<file path="src/rtl/bus_arb_pkg.sv">
// Shared types and constants for the two-channel bus arbiter.
package bus_arb_pkg;

    typedef enum logic [1:0] {
        IDLE    = 2'd0,
        GRANT   = 2'd1,
        XFER    = 2'd2,
        RELEASE = 2'd3
    } state_t;

    localparam logic CH0 = 1'b0;
    localparam logic CH1 = 1'b1;

    localparam int DEFAULT_WIDTH = 8;

    function automatic logic [1:0] ch_onehot(input logic ch);
        return (ch == CH1) ? 2'b10 : 2'b01;
    endfunction

endpackage

</file>
<file path="src/rtl/bus_arbiter_if.sv">
// Request/grant, buffer-enable and destination-data bundle of the bus arbiter.
interface bus_arbiter_if #(parameter int WIDTH = bus_arb_pkg::DEFAULT_WIDTH);

    // A channel holds req high for its whole transfer; gnt answers one cycle
    // later and stays up until RELEASE. Dropping req mid-transfer ends it.
    logic [1:0]           req;
    logic [1:0]           last;
    logic [WIDTH-1:0]     data_in1;
    logic [WIDTH-1:0]     data_in2;
    logic [1:0]           gnt;
    logic                 select;
    logic                 drv_en0;
    logic                 drv_en1;
    logic [WIDTH-1:0]     data_out1;
    logic [WIDTH-1:0]     data_out2;
    logic                 valid1;
    logic                 valid2;
    logic                 timeout;
    bus_arb_pkg::state_t  state_dbg;

    modport slave (
        input  req, last, data_in1, data_in2,
        output gnt, select, drv_en0, drv_en1, data_out1, data_out2,
               valid1, valid2, timeout, state_dbg
    );

    modport master (
        output req, last, data_in1, data_in2,
        input  gnt, select, drv_en0, drv_en1, data_out1, data_out2,
               valid1, valid2, timeout, state_dbg
    );

endinterface

</file>
<file path="src/rtl/bus_arbiter_rr_pick2.sv">
// Combinational two-way round-robin pick: a lone requester always wins,
// a tie goes to the channel named by ptr.
module rr_pick2
    import bus_arb_pkg::*;
(
    input  logic [1:0] req,
    input  logic       ptr,
    output logic       any,
    output logic       winner
);

    always_comb begin
        any    = |req;
        winner = CH0;
        if (req == 2'b11) begin
            winner = ptr;
        end else if (req[1]) begin
            winner = CH1;
        end
    end

endmodule

</file>
<file path="src/rtl/bus_arbiter.sv">
// Round-robin controller for a shared tri-state bus with turnaround cycles.
// Define BUS_ARB_TIMEOUT_EN to revoke a grant after MAX_HOLD beats.
module bus_arbiter
    import bus_arb_pkg::*;
#(
    parameter int WIDTH    = DEFAULT_WIDTH,
    parameter int MAX_HOLD = 16
) (
    input  logic          clk,
    input  logic          reset,
    bus_arbiter_if.slave  bus
);

    if (MAX_HOLD < 2 || MAX_HOLD > 255) begin : g_bad_max_hold
        $error("bus_arbiter: MAX_HOLD must lie in 2..255");
    end

    state_t           state_q, state_d;
    logic             ptr_q, ptr_d;
    logic             sel_q, sel_d;
    logic [1:0]       gnt_q, gnt_d;
    logic [1:0]       drv_q, drv_d;
    logic [1:0]       vld_q, vld_d;
    logic [WIDTH-1:0] dout1_q, dout1_d;
    logic [WIDTH-1:0] dout2_q, dout2_d;
    logic             pick_any, pick_winner;

`ifdef BUS_ARB_TIMEOUT_EN
    localparam logic [7:0] HOLD_LAST = 8'(MAX_HOLD - 1);
    logic [7:0] cnt_q, cnt_d;
    logic       to_q, to_d;
`endif

    rr_pick2 u_pick (
        .req    (bus.req),
        .ptr    (ptr_q),
        .any    (pick_any),
        .winner (pick_winner)
    );

    always_comb begin
        state_d = state_q;
        ptr_d   = ptr_q;
        sel_d   = sel_q;
        dout1_d = dout1_q;
        dout2_d = dout2_q;
        vld_d   = 2'b00;
`ifdef BUS_ARB_TIMEOUT_EN
        cnt_d   = cnt_q;
        to_d    = 1'b0;
`endif
        case (state_q)
            IDLE: begin
                if (pick_any) begin
                    sel_d   = pick_winner;
                    state_d = GRANT;
                end
            end
            GRANT: begin
                state_d = XFER;
`ifdef BUS_ARB_TIMEOUT_EN
                cnt_d   = 8'd0;
`endif
            end
            XFER: begin
                // A dropped request abandons the beat presented this cycle.
                if (!bus.req[sel_q]) begin
                    state_d = RELEASE;
                end else begin
                    if (sel_q == CH0) begin
                        dout1_d  = bus.data_in1;
                        vld_d[0] = 1'b1;
                    end else begin
                        dout2_d  = bus.data_in2;
                        vld_d[1] = 1'b1;
                    end
                    if (bus.last[sel_q]) begin
                        state_d = RELEASE;
                    end
`ifdef BUS_ARB_TIMEOUT_EN
                    else if (cnt_q == HOLD_LAST) begin
                        state_d = RELEASE;
                        to_d    = 1'b1;
                    end
                    cnt_d = cnt_q + 8'd1;
`endif
                end
            end
            RELEASE: begin
                ptr_d   = ~sel_q;
                state_d = IDLE;
            end
            default: state_d = IDLE;
        endcase

        // Outputs are registered from the next state so they align with it.
        gnt_d = (state_d == GRANT || state_d == XFER) ? ch_onehot(sel_d) : 2'b00;
        drv_d = (state_d == XFER) ? ch_onehot(sel_d) : 2'b00;
    end

    always_ff @(posedge clk or posedge reset) begin
        if (reset) begin
            state_q <= IDLE;
            ptr_q   <= CH0;
            sel_q   <= CH0;
            gnt_q   <= 2'b00;
            drv_q   <= 2'b00;
            vld_q   <= 2'b00;
            dout1_q <= '0;
            dout2_q <= '0;
`ifdef BUS_ARB_TIMEOUT_EN
            cnt_q   <= 8'd0;
            to_q    <= 1'b0;
`endif
        end else begin
            state_q <= state_d;
            ptr_q   <= ptr_d;
            sel_q   <= sel_d;
            gnt_q   <= gnt_d;
            drv_q   <= drv_d;
            vld_q   <= vld_d;
            dout1_q <= dout1_d;
            dout2_q <= dout2_d;
`ifdef BUS_ARB_TIMEOUT_EN
            cnt_q   <= cnt_d;
            to_q    <= to_d;
`endif
        end
    end

    assign bus.gnt       = gnt_q;
    assign bus.select    = sel_q;
    assign bus.drv_en0   = drv_q[0];
    assign bus.drv_en1   = drv_q[1];
    assign bus.data_out1 = dout1_q;
    assign bus.data_out2 = dout2_q;
    assign bus.valid1    = vld_q[0];
    assign bus.valid2    = vld_q[1];
    assign bus.state_dbg = state_q;
`ifdef BUS_ARB_TIMEOUT_EN
    assign bus.timeout   = to_q;
`else
    assign bus.timeout   = 1'b0;
`endif

endmodule

</file>
<file path="src/flat_wrapper.sv">
// flat-port wrapper written by rule: the top's interface ports become plain ports
module bus_arbiter_flat import bus_arb_pkg::*;
#(
    parameter int WIDTH    = DEFAULT_WIDTH,
    parameter int MAX_HOLD = 16
)
  (clk, reset, bus_req, bus_last, bus_data_in1, bus_data_in2, bus_gnt, bus_select, bus_drv_en0, bus_drv_en1, bus_data_out1, bus_data_out2, bus_valid1, bus_valid2, bus_timeout, bus_state_dbg);
  bus_arbiter_if #(.WIDTH(WIDTH)) bus_i ();
  input  logic clk;
  input  logic reset;
  input wire logic [$bits(bus_i.req)-1:0] bus_req;
  input wire logic [$bits(bus_i.last)-1:0] bus_last;
  input wire logic [$bits(bus_i.data_in1)-1:0] bus_data_in1;
  input wire logic [$bits(bus_i.data_in2)-1:0] bus_data_in2;
  output wire logic [$bits(bus_i.gnt)-1:0] bus_gnt;
  output wire logic [$bits(bus_i.select)-1:0] bus_select;
  output wire logic [$bits(bus_i.drv_en0)-1:0] bus_drv_en0;
  output wire logic [$bits(bus_i.drv_en1)-1:0] bus_drv_en1;
  output wire logic [$bits(bus_i.data_out1)-1:0] bus_data_out1;
  output wire logic [$bits(bus_i.data_out2)-1:0] bus_data_out2;
  output wire logic [$bits(bus_i.valid1)-1:0] bus_valid1;
  output wire logic [$bits(bus_i.valid2)-1:0] bus_valid2;
  output wire logic [$bits(bus_i.timeout)-1:0] bus_timeout;
  output wire logic [$bits(bus_i.state_dbg)-1:0] bus_state_dbg;
  assign bus_i.req = bus_req;
  assign bus_i.last = bus_last;
  assign bus_i.data_in1 = bus_data_in1;
  assign bus_i.data_in2 = bus_data_in2;
  assign bus_gnt = bus_i.gnt;
  assign bus_select = bus_i.select;
  assign bus_drv_en0 = bus_i.drv_en0;
  assign bus_drv_en1 = bus_i.drv_en1;
  assign bus_data_out1 = bus_i.data_out1;
  assign bus_data_out2 = bus_i.data_out2;
  assign bus_valid1 = bus_i.valid1;
  assign bus_valid2 = bus_i.valid2;
  assign bus_timeout = bus_i.timeout;
  assign bus_state_dbg = bus_i.state_dbg;
  bus_arbiter #(.WIDTH(WIDTH), .MAX_HOLD(MAX_HOLD)) u_core (.clk(clk), .reset(reset), .bus(bus_i));
endmodule
</file>
<file path="config.mk">
export PLATFORM = sky130hd
export DESIGN_NAME = bus_arbiter_flat
export DESIGN_NICKNAME = d
export VERILOG_FILES = /design/src/rtl/bus_arb_pkg.sv /design/src/rtl/bus_arbiter_if.sv /design/src/rtl/bus_arbiter_rr_pick2.sv /design/src/rtl/bus_arbiter.sv /design/src/flat_wrapper.sv
export SDC_FILE = /design/constraint.sdc
export NUM_CORES = 1
export LEC_CHECK = 0
export ABC_AREA = 1
export BUFFER_PORTS_ARGS = -buffer_cell sky130_fd_sc_hd__buf_2
export CAP_MARGIN = 20
export CELL_PAD_IN_SITES_DETAIL_PLACEMENT = 2
export CELL_PAD_IN_SITES_GLOBAL_PLACEMENT = 2
export CORE_AREA = 10 10 73 75
export CTS_BUF_LIST = sky130_fd_sc_hd__clkbuf_4 sky130_fd_sc_hd__clkbuf_8
export CTS_CLUSTER_DIAMETER = 30
export DETAILED_ROUTE_END_ITERATION = 16
export DIE_AREA = 0 0 83 85
export GPL_ROUTABILITY_DRIVEN = 0
export PLACE_DENSITY = 0.9
export SYNTH_ARGS = -nofsm -noshare
export SYNTH_HDL_FRONTEND = slang
export SYNTH_SLANG_ARGS = --single-unit
</file>
<file path="constraint.sdc">
create_clock -name clk -period 2.5 [get_ports clk]
set_input_delay 0.375 -clock clk [delete_from_list [all_inputs] [get_ports clk]]
set_output_delay 0.375 -clock clk [all_outputs]
set_load 0.05 [all_outputs]
</file>
==> flow_summary.toml <==
[status]
status = "complete, no violations"

[pwr]
p_comb_frac = 0.572
irDropWorstVdd_v = 0.0005141
seq_power_share = 0.309
switchingPower_mw = 1.243
clockPowerShare = 0.119
pwr_density_cell_nw_per_um2 = 1584
p_int_mw = 1.041
switching_share = 0.5441
p_leak_nw = 0.8533

[floorplan]
fp.dieH_um = 85
start_util = 0.2794
die_area_um2 = 7055
coreArea_um2 = 3914
die_w_um = 83
ios = 48
fp-row-count = 23

[setup_path]
crit_buf_inv = 2
crit_arrival_ns = 1.92
critical_path.startpoint = "u_core.bus.state_dbg[0]$_DFF_PP0_"
crit_fanout = 5
endpoint_kind = "flop"
timing.rr.start = "u_core.bus.state_dbg[0]$_DFF_PP0_"
cp_cell_sequence = "inv_1 > ha_1 > inv_1 > nor2_1 > a21oi_1 > ha_1 > a21oi_1"
worstPathRequired_ns = 2.68
crit_path_max_incr_delay_ns = 0.41
cp_slowest_cell = "dfrtp_1"
cp_top_family = "adder cells"
cp-start-kind = "flop"
path_class = "flop to flop"

[detailed_routing]
drt_wl_total_um = 3399
via_per_inst = 4.295
highest_layer = "met3"
dr_wl_met3_um = 159
wl_met2_um = 1921
drcViolationCount = 0
wl_per_cell_um = 15.45
wl_met1_um = 1318
final_antenna_net_count = 0
dr_total_vias = 945
drt_iter0_drc = 36
drt-pass1-iter-count = 2

[yosys]
ys_types = 15
syn_area_um2 = 1094
ys_seq_area_frac = 0.5950
ys_warn_count = 0
syn_avg_cell_area_um2 = 9.113
synth-seq-cells = 26
synth_cells = 120
synth_nets = 147

[sta]
finalSetupTns_ns = 0
setup_viol = 0
finalMaxSlewViolations = 0
fmax_mhz = 576.3
final.min_clock_period_ns = 1.735
hold_viol = 0
fin_crit_sh = 0.6940
clock_skew_ns = 0.006921
rsz0062_at_grt = "false"

[global_routing]
grt_max_degree = 27
antenna_found_initial = 0
grtUsageTotal = 0.09854
grt_pass1_vias = 1156
grt_pass1_wl_um = 5796
grt_overflow = 0

[clock_network]
clk_pin_slew_ns = 0.09
htreeDepth = 1
cts_hold_buf = 0
cts.sinks = 26
post_cts_resized = 0
cts_tree = "yes"
numCtsBuffers = 3
cts_buffer_depth = 2
root_buffer = "clkbuf_8"
clk_latency_ns = 0.27
cts_setup_buffers = 0

[cells_and_area]
fillers = 481
utilization = 0.3683
nNetsFinal = 198
drive_gt1_frac = 0.3294
final_cell_mix = "nand2_1 (62), buf_2 (46), dfrtp_1 (26), inv_1 (8), nor2_1 (6)"
diodes = 0
layout_commonest_cell = "nand2_1"
areaGrowthSynthToFinish_pct = 31.81

[run]
drv_cap = 0

[min_path]
hold_path_class = "primary input to asynchronous set/reset pin"

[placement]
dp_hpwl_um = 2794
portBuffers = 46
[power groups by stage]
stage               clock (mW)  combinational (mW)  sequential (mW)
finish                   0.271                1.31            0.706
CTS                      0.282                1.34            0.712
detailed placement           0                1.32            0.716
floorplan                    0               0.380             1.30
global route             0.300                1.42            0.729
global placement             0                1.26            0.698
[sequential cells by signal (all words and copies together) (netlist names)]
| name | cells |
|---|---|
| u_core.drv_q | 2 |
| u_core.bus.state_dbg | 2 |
| u_core.bus.data_out2 | 8 |
| u_core.bus.select | 1 |
| u_core.vld_q | 2 |
| u_core.bus.data_out1 | 8 |
| u_core.bus.gnt | 2 |
| u_core.ptr_q | 1 |
[synth_stat cells]
| cell | count | area share |
|---|---|---|
| nand2_1 | 62 | 0.21 |
| dfrtp_1 | 26 | 0.59 |
| inv_1 | 8 | 0.027 |
| nor2_1 | 6 | 0.021 |
| ha_1 | 5 | 0.057 |
| a21oi_1 | 3 | 0.014 |
| nand3_4 | 2 | 0.032 |
| buf_4 | 1 | 0.0069 |
| clkinv_4 | 1 | 0.0080 |
| conb_1 | 1 | 0.0034 |
| inv_2 | 1 | 0.0034 |
| inv_4 | 1 | 0.0057 |
| nand3_1 | 1 | 0.0046 |
| o21ai_0 | 1 | 0.0046 |
| o21ai_1 | 1 | 0.0046 |
[cell families after synthesis]
family | count (synthesis) | synth area share
and+or+nand+nor | 71 | 0.2700
DFF | 26 | 0.5950
buffers and inverters | 12 | 0.05149
AOI/OAI and AO/OA | 5 | 0.02287
adders and majority gates | 5 | 0.05721
other | 1 | 0.003429
[worst register-to-register path: cells and delay by family, from the launching register on]
kind / cells / cell delay, ns
buffers and inverters: 2 / 0.26
AND/OR/NAND/NOR: 1 / 0.13
flip-flops: 1 / 0.41
adder cells (fa/ha/maj): 2 / 0.62
AO/OA/AOI/OAI: 2 / 0.24
[stage by stage]
step           setup WS [ns]  power, mW  hold WS, ns  std cells  cell area, um2
5_1_grt               0.5914      2.453       0.1980        220            1441
2_1_floorplan         0.7178      1.675       0.4150        120            1094
4_1_cts               0.7500      2.331       0.1615        220            1441
6_report              0.7649      2.284       0.1549        220            1441
3_5_place_dp          0.8111      2.040       0.4633        216            1386
3_3_place_gp          0.9564      1.958       0.4387        216            1386
[path summary, 6_finish.rpt]
kind	to	slack (ns)	cells past startpoint
max	u_core.bus.gnt[1]$_DFF_PP0_	0.76	7
min	u_core.bus.data_out2[5]$_DFFE_PP0P_	0.15	3
max reg2reg	u_core.bus.gnt[1]$_DFF_PP0_	0.76	7
min reg2reg	u_core.bus.data_out1[1]$_DFFE_PP0P_	0.48	2
max in group asynchronous	u_core.bus.data_out1[2]$_DFFE_PP0P_	2.09	3
min in group clk	u_core.bus.data_out2[2]$_DFFE_PP0P_	0.29	3
[area by class of cell]
| class | instances | area [um2] | area share |
|---|---|---|---|
| Clock buffer | 4 | 55.05 | 0.03819 |
| Tap cell | 50 | 62.56 | 0.04340 |
| Sequential cell | 26 | 650.6 | 0.4514 |
| Timing Repair Buffer | 47 | 237.7 | 0.1649 |
| Multi-Input combinational cell | 82 | 386.6 | 0.2682 |
| Inverter | 11 | 48.80 | 0.03385 |
[layer usage]
layer  up-vias  GRT usage
met5         -          0
met4         0    0.01858
met3         0    0.02486
met2        25     0.1952
met1       464     0.1014
li1        456          -
No activity file was read; power rests on OpenSTA's default activity.
